<file path="src/rtl/memory.sv">
// 64 x 4-bit register file holding the Simon pattern sequence.
// Synchronous write, combinational read, asynchronous clear of every entry.
module memory #(
    parameter int DATA_WIDTH = 4,
    parameter int ADDR_WIDTH = 6
) (
    input  logic                  clk,
    input  logic                  rst,
    input  logic [ADDR_WIDTH-1:0] r_addr,
    input  logic [ADDR_WIDTH-1:0] w_addr,
    input  logic [DATA_WIDTH-1:0] w_data,
    input  logic                  w_en,
    output logic [DATA_WIDTH-1:0] r_data
);

    localparam int DEPTH = 1 << ADDR_WIDTH;

    logic [DATA_WIDTH-1:0] mem_q [DEPTH];
    logic [DATA_WIDTH-1:0] mem_d [DEPTH];

    always_comb begin
        mem_d = mem_q;
        if (w_en) begin
            mem_d[w_addr] = w_data;
        end
    end

    always_ff @(posedge clk or posedge rst) begin
        if (rst) begin
            mem_q <= '{default: '0};
        end else begin
            mem_q <= mem_d;
        end
    end

    // Read straight from the stored array: a same-address write appears only after the edge.
    assign r_data = mem_q[r_addr];

endmodule

</file>
<file path="config.mk">
export PLATFORM = sky130hd
export DESIGN_NAME = memory
export DESIGN_NICKNAME = d
export VERILOG_FILES = /design/src/rtl/memory.sv
export SDC_FILE = /design/constraint.sdc
export NUM_CORES = 1
export LEC_CHECK = 0
export ABC_AREA = 1
export CAP_MARGIN = 20
export CELL_PAD_IN_SITES_DETAIL_PLACEMENT = 0
export CELL_PAD_IN_SITES_GLOBAL_PLACEMENT = 2
export CORE_UTILIZATION = 38
export DETAILED_ROUTE_END_ITERATION = 10
export PLACE_DENSITY_LB_ADDON = 0.1
export SYNTH_ARGS = -nofsm -noshare
export SYNTH_HDL_FRONTEND = slang
export SYNTH_SLANG_ARGS = --single-unit
</file>
<file path="constraint.sdc">
create_clock -name clk -period 11.2 [get_ports clk]
set_clock_uncertainty 0.2 [all_clocks]
set_input_delay 2.24 -clock clk [delete_from_list [all_inputs] [get_ports clk]]
set_output_delay 2.24 -clock clk [all_outputs]
set_load 0.02 [all_outputs]
</file>
==> flow_summary.json, run 1 <==
{
  "status": "complete, no violations",
  "vdd_drop_max_mv": 0.1301,
  "ys_warn_count": 0,
  "max_freq_ghz": 0.1272,
  "crit_family": "buffers and inverters",
  "drt_wl_total_mm": 37.33,
  "avgSynthCellArea_um2": 8.035,
  "vias": 9925,
  "ys_seq_elements": 256,
  "hold_viol": 0,
  "viasPerCell": 5.218,
  "die_w_um": 179.7,
  "grt_max_degree": 162,
  "ioPinCount": 23,
  "wl_per_cell_um": 19.63,
  "clockBufferDepth": 3,
  "drc_errors": 0,
  "area_growth_syn_to_layout_pct": 13.01,
  "hp-class": "flip-flop to flip-flop",
  "cpPeakStageDelay_ps": 690,
  "r2r-start": "mem_q[68]",
  "syn-num-nets": 1513,
  "worst_pin_slew_ps": 1110,
  "seq_area_frac_synth_pct": 53.37,
  "ctsResizeCount": 0,
  "r2r-end": "mem_q[68]",
  "cp.arrival_ps": 5420,
  "crit_start": "r_addr[0]",
  "synth.area.mux_share_pct": 0,
  "drive_gt1_share_pct": 7.371,
  "num_rows": 64,
  "min_period_ps": 7865,
  "port_buffers": 22,
  "largest_reg_flops": 256,
  "slowest_stage": "inv_4",
  "root_buffer": "clkbuf_16",
  "critical_path_class": "input port to output pin",
  "setup_slack_ps": 3335,
  "tns_ps": 0,
  "rrSetupSlack_ps": 10280,
  "antenna_found_initial": 0,
  "grt_pass1_wl_mm": 59.17,
  "pre_cts_ws_ps": 3277,
  "maxCapViolations": 0,
  "top_register": "mem_q",
  "rsz0062_at_grt": "no",
  "yosys.area_share.simple_pct": 32.16,
  "reg_top3": "mem_q (256)",
  "path_clk_slew_ps": 60,
  "netlist_area_um2": 12000,
  "worstPathRequired_ps": 8760,
  "synth_top_family_by_area": "simple AND/OR/NAND/NOR gates",
  "drv_slew": 0,
  "cts_tree": "done",
  "crit_path_start_kind": "input port",
  "hpwlAfterDp_mm": 21.80,
  "nFillCells": 3169,
  "worstSetupEndpointType": "output pin",
  "path_cells": "buf_4 -> inv_4 -> buf_4 -> nand2_1 -> nand3_1 -> nand3_1 -> nand2_1 -> nand2_1 -> nand3_1 -> nand3_1 -> nand2_1 -> clkdlybuf4s50_1",
  "synth_xor_area_share_pct": 0,
  "synth_fa_ha_area_share_pct": 0,
  "die_area_um2": 32300,
  "critPathBufInv": 4,
  "power_density_nw_per_um2": 183.8,
  "htree_levels": 1,
  "clock-sinks": 256,
  "gp_congestion": 0.7460,
  "final_core_util_pct": 44.00,
  "hold_buffers": 0,
  "globalRouteTotalUtil_pct": 23.50,
  "drt_iter0_markers": 582,
  "cts_setup_buffers": 0,
  "clkLatencyLatePin_ps": 560,
  "cts_buffers": 31,
  "die_h_um": 179.7,
  "core_area_um2": 30830,
  "crit_fanout": 75,
  "setup_viol": 0,
  "synth_compound_area_share_pct": 10.67,
  "initial_core_util_pct": 38.94,
  "grt_pass1_vias": 9669,
  "slew_headroom_pct": 25.42,
  "period_share_pct": 70.22,
  "reg2regPathDepth": 2,
  "nets": 1502,
  "dr.pass1.iters": 5,
  "crit_cells": 12,
  "p_leak_nw": 6.048,
  "worstHoldStart": "mem_q[112]",
  "synthesis.instances": 1494,
  "synth_cell_type_count": 24,
  "overflow": 0,
  "antenna_cells": 0,
  "ant_nets": 0,
  "p_total_mw": 2.493,
  "crit_end": "r_data[2]"
}
## cells by family (layout without fill, tap and decap cells)
family | after synthesis | count (layout)
buffers and inverters | 103 | 115
AND/OR/NAND/NOR | 879 | 879
flip-flops | 256 | 256
AO/OA/AOI/OAI | 256 | 256
## synthesized netlist by cell type
master,number,area [um2]
nand2_1,572,2147
dfrtp_1,256,6406
nand3_1,217,1086
o21ai_0,180,900.9
nor2_1,53,198.9
a21oi_1,52,260.3
clkbuf_1,43,161.4
buf_2,26,130.1
o21ai_1,24,120.1
nor2_4,12,135.1
inv_1,10,37.54
inv_2,8,30.03
buf_1,7,26.28
nor4_4,7,148.9
nand4_1,6,37.54
clkinv_1,4,15.01
nor3_2,4,40.04
nand2_2,3,18.77
nor3_1,3,15.01
buf_6,2,22.52
nor3_4,2,32.53
buf_4,1,7.510
bufinv_8,1,17.52
inv_6,1,8.760
## worst min path at each step
stage | slack (ps) | to | cells past startpoint
finish | 290 | mem_q[112] | 2
CTS | 290 | mem_q[229] | 2
floorplan | 250 | mem_q[104] | 2
global route | 300 | mem_q[48] | 2
detailed placement | 270 | mem_q[232] | 2
global placement | 270 | mem_q[9] | 2
## where the power goes
group	switching, mW	leakage, nW	internal [mW]	total, mW
logic	0.208	2.14	0.117	0.325
registers	0.0736	3.38	1.06	1.13
clock network	0.407	0.523	0.629	1.04
total	0.689	6.05	1.80	2.49
## area by class of cell
class | count | area [um2] | area share, %
Sequential cell | 256 | 6406 | 47.22
Multi-Input combinational cell | 1135 | 5141 | 37.90
Clock buffer | 40 | 859.6 | 6.336
Tap cell | 396 | 495.5 | 3.652
Timing Repair Buffer | 35 | 357.8 | 2.638
Clock inverter | 16 | 186.4 | 1.374
Inverter | 24 | 118.9 | 0.8762
## layer usage
layer  wire, um  GRT usage (%)
met1      17800          33.80
met3       1443          2.755
met2      17170          37.71
met4        920          5.862
met5          0              0
## cells in the final DEF (no fill, tap or decap), types with 6 or more instances in the layout
cell and count:
clkinv_2 10, buf_4 10, nand2_1 572, nor4_4 7, inv_1 8, nand3_1 217, inv_2 12, nor2_4 12
dfrtp_1 256, o21ai_1 24, nand4_1 6, a21oi_1 52, clkdlybuf4s50_1 20, nor2_1 53, o21ai_0 180, clkbuf_16 31
## through the flow
stage	std cells	hold slack [ps]	cell area [um2]
2_1_floorplan	1494	252.9	12000
3_3_place_gp	1843	265.9	12460
3_5_place_dp	1846	273.1	12520
4_1_cts	1902	287.7	13570
5_1_grt	1902	303.5	13570
6_report	1902	285.8	13570
## worst reg2reg max path: stages, from the launching register on
cell and delay [ps]:
dfrtp_1 420, nand2_1 80, o21ai_0 80
No activity file was read; power rests on OpenSTA's default activity.
==> run 2: changes to the inputs <==
==> constraint.sdc (replaced) <==
create_clock -name clk -period 7.65 [get_ports clk]
set_clock_uncertainty 0.2 [all_clocks]
set_input_delay 1.53 -clock clk [delete_from_list [all_inputs] [get_ports clk]]
set_output_delay 1.53 -clock clk [all_outputs]
set_load 0.02 [all_outputs]
==> flow_summary.json, run 2 (synthesized netlist as in run 1, its figures left out) <==
{
  "num_rows": 64,
  "cts_tree": "done",
  "gp_congestion": 0.7769,
  "critical_path_class": "input port to output pin",
  "globalRouteTotalUtil_pct": 23.67,
  "nets": 1507,
  "worstSetupEndpointType": "output pin",
  "cts_buffers": 31,
  "grt_pass1_wl_mm": 59.90,
  "reg_top3": "mem_q (256)",
  "drv_slew": 0,
  "rsz0062_at_grt": "no",
  "period_share_pct": 81.72,
  "hold_path_depth": 2,
  "placed_area_um2": 12540,
  "maxCapViolations": 0,
  "hp-class": "flip-flop to flip-flop",
  "p_leak_nw": 6.054,
  "antenna_found_initial": 0,
  "top_register": "mem_q",
  "vdd_drop_max_mv": 0.2160,
  "core_area_um2": 30830,
  "drt_wl_total_mm": 37.33,
  "largest_reg_flops": 256,
  "violations": "design-rule violations",
  "area_growth_syn_to_layout_pct": 13.17,
  "r2r-start": "mem_q[156]",
  "drt_iter0_markers": 807,
  "path_clk_slew_ps": 60,
  "drc_errors": 2,
  "viasPerCell": 5.242,
  "pre_cts_ws_ps": 1381,
  "cts_setup_buffers": 0,
  "slew_headroom_pct": 21.74,
  "final_core_util_pct": 44.07,
  "worstHoldStart": "mem_q[21]",
  "wl_per_cell_um": 19.58,
  "hold_buffers": 0,
  "rrSetupSlack_ps": 6700,
  "max_freq_ghz": 0.1600,
  "clock-sinks": 256,
  "hold_end": "mem_q[21]",
  "setup_slack_ps": 1399,
  "die_area_um2": 32300,
  "reg2regPathDepth": 2,
  "hpwlAfterDp_mm": 21.83,
  "die_h_um": 179.7,
  "drive_gt1_share_pct": 7.346,
  "power_density_nw_per_um2": 269.0,
  "worstPathRequired_ps": 5920,
  "crit_fanout": 80,
  "min_period_ps": 6251,
  "tns_ps": 0,
  "clockBufferDepth": 3,
  "p_total_mw": 3.655,
  "hold_viol": 0,
  "vias": 9996,
  "root_buffer": "clkbuf_16",
  "final_cell_area_um2": 13590,
  "setup_viol": 0,
  "ant_nets": 0,
  "ctsResizeCount": 0,
  "layout_commonest_cell": "nand2_1",
  "cp.arrival_ps": 4520,
  "layout_common_cells": "nand2_1 (572), dfrtp_1 (256), nand3_1 (217)",
  "die_w_um": 179.7,
  "r2r-end": "mem_q[156]",
  "status": "complete, but fails checks",
  "initial_core_util_pct": 38.94,
  "ioPinCount": 23,
  "worst_pin_slew_ps": 1165,
  "clkLatencyLatePin_ps": 560,
  "htree_levels": 1,
  "antenna_cells": 0,
  "grt_max_degree": 147,
  "dr.pass1.iters": 10,
  "grt_pass1_vias": 9970,
  "crit_start": "r_addr[0]",
  "overflow": 0,
  "port_buffers": 22,
  "crit_path_start_kind": "input port"
}
-- run 2: changes by cell type in the layout (fill, tap and decap cells not counted), sizes merged --
cell / delta
clkinv: -4
buf: +5
inv: -2
clkbuf: +6
-- run 2: per-layer routing --
metal / share of wire (%) / wire length, um / global-route usage (%) / up-vias
met5: 0 / 0 / 0 / -
met4: 2.6 / 988 / 6.172 / 0
met3: 3.5 / 1312 / 3.059 / 62
met2: 44 / 16570 / 37.11 / 159
met1: 49 / 18460 / 34.48 / 4830
li1: - / - / - / 4945
-- run 2: area by class of cell --
cell class,count,area (um2)
clock inverter,10,153.9
timing repair buffer,40,380.4
tap,396,495.5
clock buffer,46,892.1
fill,3174,17240
inverter,24,116.4
multi-input combinational,1135,5141
sequential,256,6406
-- run 2: per-stage QoR --
| stage | hold slack (ps) | instances |
|---|---|---|
| after floorplan | 252.9 | 1494 |
| after CTS | 287.5 | 1907 |
| after global routing | 296.4 | 1907 |
| final | 281.5 | 1907 |
| after detailed placement | 273.1 | 1851 |
| after global placement | 265.8 | 1850 |
-- run 2: worst max-delay path by stage --
stage | endpoint | slack (ps) | cells after the start
finish | r_data[2] | 1400 | 12
global route | r_data[2] | 1120 | 12
CTS | r_data[3] | 1380 | 12
detailed placement | r_data[3] | 1380 | 12
global placement | r_data[2] | 1380 | 12
floorplan | mem_q[0] | 2550 | 1
-- run 2: worst max-delay path: stages --
cell and delay (ps):
buf_4 300, inv_4 760, buf_4 410, nand2_1 110
nand3_1 100, nand3_1 90, nand2_1 80, nand2_1 50
nand3_1 80, nand3_1 160, nand2_1 160, clkdlybuf4s50_1 620
-- run 2: report_power, final --
group	internal, mW	switching [mW]	total [mW]	leakage, nW
clock network	0.933	0.583	1.52	0.516
logic	0.173	0.308	0.481	2.16
registers	1.55	0.108	1.66	3.38
==> run 3: changes to the inputs <==
--- a/config.mk
+++ b/config.mk
@@ -9,7 +9,7 @@
 export CAP_MARGIN = 20
 export CELL_PAD_IN_SITES_DETAIL_PLACEMENT = 0
 export CELL_PAD_IN_SITES_GLOBAL_PLACEMENT = 2
-export CORE_UTILIZATION = 38
+export CORE_UTILIZATION = 34
 export DETAILED_ROUTE_END_ITERATION = 10
 export PLACE_DENSITY_LB_ADDON = 0.1
 export SYNTH_ARGS = -nofsm -noshare
==> constraint.sdc (replaced) <==
create_clock -name clk -period 5.67 [get_ports clk]
set_clock_uncertainty 0.2 [all_clocks]
set_input_delay 1.134 -clock clk [delete_from_list [all_inputs] [get_ports clk]]
set_output_delay 1.134 -clock clk [all_outputs]
set_load 0.02 [all_outputs]
==> flow_summary.json, run 3 (synthesized netlist as in run 1, its figures left out) <==
{
  "status": "complete, no violations",
  "num_rows": 68,
  "grt_pass1_wl_mm": 60.75,
  "grt_pass1_vias": 10080,
  "vias": 9939,
  "seqPwrFrac_pct": 45.3,
  "overflow": 0,
  "path_clk_slew_ps": 60,
  "rsz0062_at_grt": "no",
  "crit_path_start_kind": "input port",
  "switching_share_pct": 27.89,
  "gp_congestion": 0.7533,
  "worst_pin_slew_ps": 1091,
  "die_h_um": 189.9,
  "maxCapViolations": 0,
  "clockPowerShare_pct": 41.4,
  "p_total_mw": 4.922,
  "initial_core_util_pct": 34.67,
  "htree_levels": 2,
  "antenna_found_initial": 0,
  "drt_iter0_markers": 602,
  "reg2regPathDepth": 2,
  "clock-sinks": 256,
  "max_freq_ghz": 0.2093,
  "drv_slew": 0,
  "area_growth_syn_to_layout_pct": 14.02,
  "hpwlAfterDp_mm": 22.19,
  "globalRouteTotalUtil_pct": 21.83,
  "viasPerCell": 5.053,
  "largest_reg_flops": 256,
  "antenna_cells": 0,
  "die_area_um2": 36060,
  "ant_nets": 0,
  "die_w_um": 189.9,
  "wl_per_cell_um": 19.15,
  "path_cells": "buf_4 -> buf_12 -> nand2_1 -> nand3_1 -> nand3_1 -> nand2_1 -> nand2_1 -> nand3_1 -> nand3_1 -> nand2_1 -> clkdlybuf4s50_1",
  "hold_viol": 0,
  "p_leak_nw": 6.060,
  "setup_viol": 0,
  "min_period_ps": 4778,
  "cts_buffers": 34,
  "grt_max_degree": 129,
  "nets": 1509,
  "cts_setup_buffers": 0,
  "drive_gt1_share_pct": 7.341,
  "p_switching_mw": 1.373,
  "port_buffers": 22,
  "root_buffer": "clkbuf_16",
  "drc_errors": 0,
  "stdcell_count": 1967,
  "final_core_util_pct": 39.53,
  "p_comb_share_pct": 13.3,
  "drt_wl_total_mm": 37.67,
  "hold_ws_ps": 280.7,
  "cpPeakStageDelay_ps": 620,
  "slew_headroom_pct": 26.72,
  "critical_path_class": "input port to output pin",
  "hold_path_depth": 2,
  "period_share_pct": 84.27,
  "clockBufferDepth": 3,
  "reg_top3": "mem_q (256)",
  "crit_fanout": 128,
  "dr.pass1.iters": 4,
  "dp_cells": 1909,
  "cts_tree": "done",
  "hold_buffers": 0,
  "top_register": "mem_q",
  "layout_common_cells": "nand2_1 (572), dfrtp_1 (256), nand3_1 (217)",
  "worstSetupEndpointType": "output pin",
  "ioPinCount": 23,
  "ctsResizeCount": 0,
  "core_area_um2": 34630,
  "hp-class": "flip-flop to flip-flop",
  "vdd_drop_max_mv": 0.2225,
  "power_density_nw_per_um2": 359.6,
  "clkLatencyLatePin_ps": 500,
  "internal_power_mw": 3.549,
  "nFillCells": 3580,
  "slowest_stage": "clkdlybuf4s50_1",
  "cp.arrival_ps": 3440,
  "worstPathRequired_ps": 4340,
  "layout_commonest_cell": "nand2_1",
  "tns_ps": 0
}
run 3: cell types whose count changed in the layout (fill, tap and decap cells not counted), sizes merged:
cell    before  now
clkinv       6    9
buf         20   19
bufinv       5    1
inv         22   19
clkbuf      46   52
run 3: path summary, 6_finish.rpt:
check / startpoint / end / slack (ps)
min in group asynchronous: rst / mem_q[3] / 840
max: r_addr[0] / r_data[3] / 890
min: mem_q[88] / mem_q[88] / 280
max in group asynchronous: rst / mem_q[225] / 3370
min reg2reg: mem_q[88] / mem_q[88] / 280
max reg2reg: mem_q[85] / mem_q[85] / 4740
run 3: power by group through the flow:
stage                     clock, mW  sequential [mW]  combinational [mW]
after global routing           2.17             2.26               0.761
after floorplan                   0             2.22               0.479
after CTS                      2.10             2.23               0.667
final                          2.04             2.23               0.653
after global placement            0             2.26               0.654
after detailed placement          0             2.26               0.666
run 3: through the flow:
stage	area, um2	worst slack, ps
floorplan	12010	964.4
global placement	12640	850.4
detailed placement	12640	884.3
CTS	13690	879.4
global route	13690	701.3
finish	13690	891.9
run 3: routing by layer:
layer	GRT usage, %	vias up	share of wire (%)
met5	0	-	0
met4	4.063	0	1.4
met3	2.472	40	3.3
met2	35.15	141	46
met1	31.67	4799	50
li1	-	4959	-
run 3: layout make-up:
cell class / instances / area [um2] / share of cell area, %
well taps: 455 / 569.3 / 4.159
repair buffers: 39 / 402.9 / 2.944
clock inverters: 6 / 37.54 / 0.2742
clock buffers: 52 / 1010 / 7.377
inverters: 24 / 120.1 / 0.8776
multi-input cells: 1135 / 5141 / 37.56
flip-flops and latches: 256 / 6406 / 46.80
run 3: worst max-delay path: cells and delay by family:
family / cells / cell delay (ps)
buffers and inverters: 3 / 1220
and+or+nand+nor: 8 / 1050
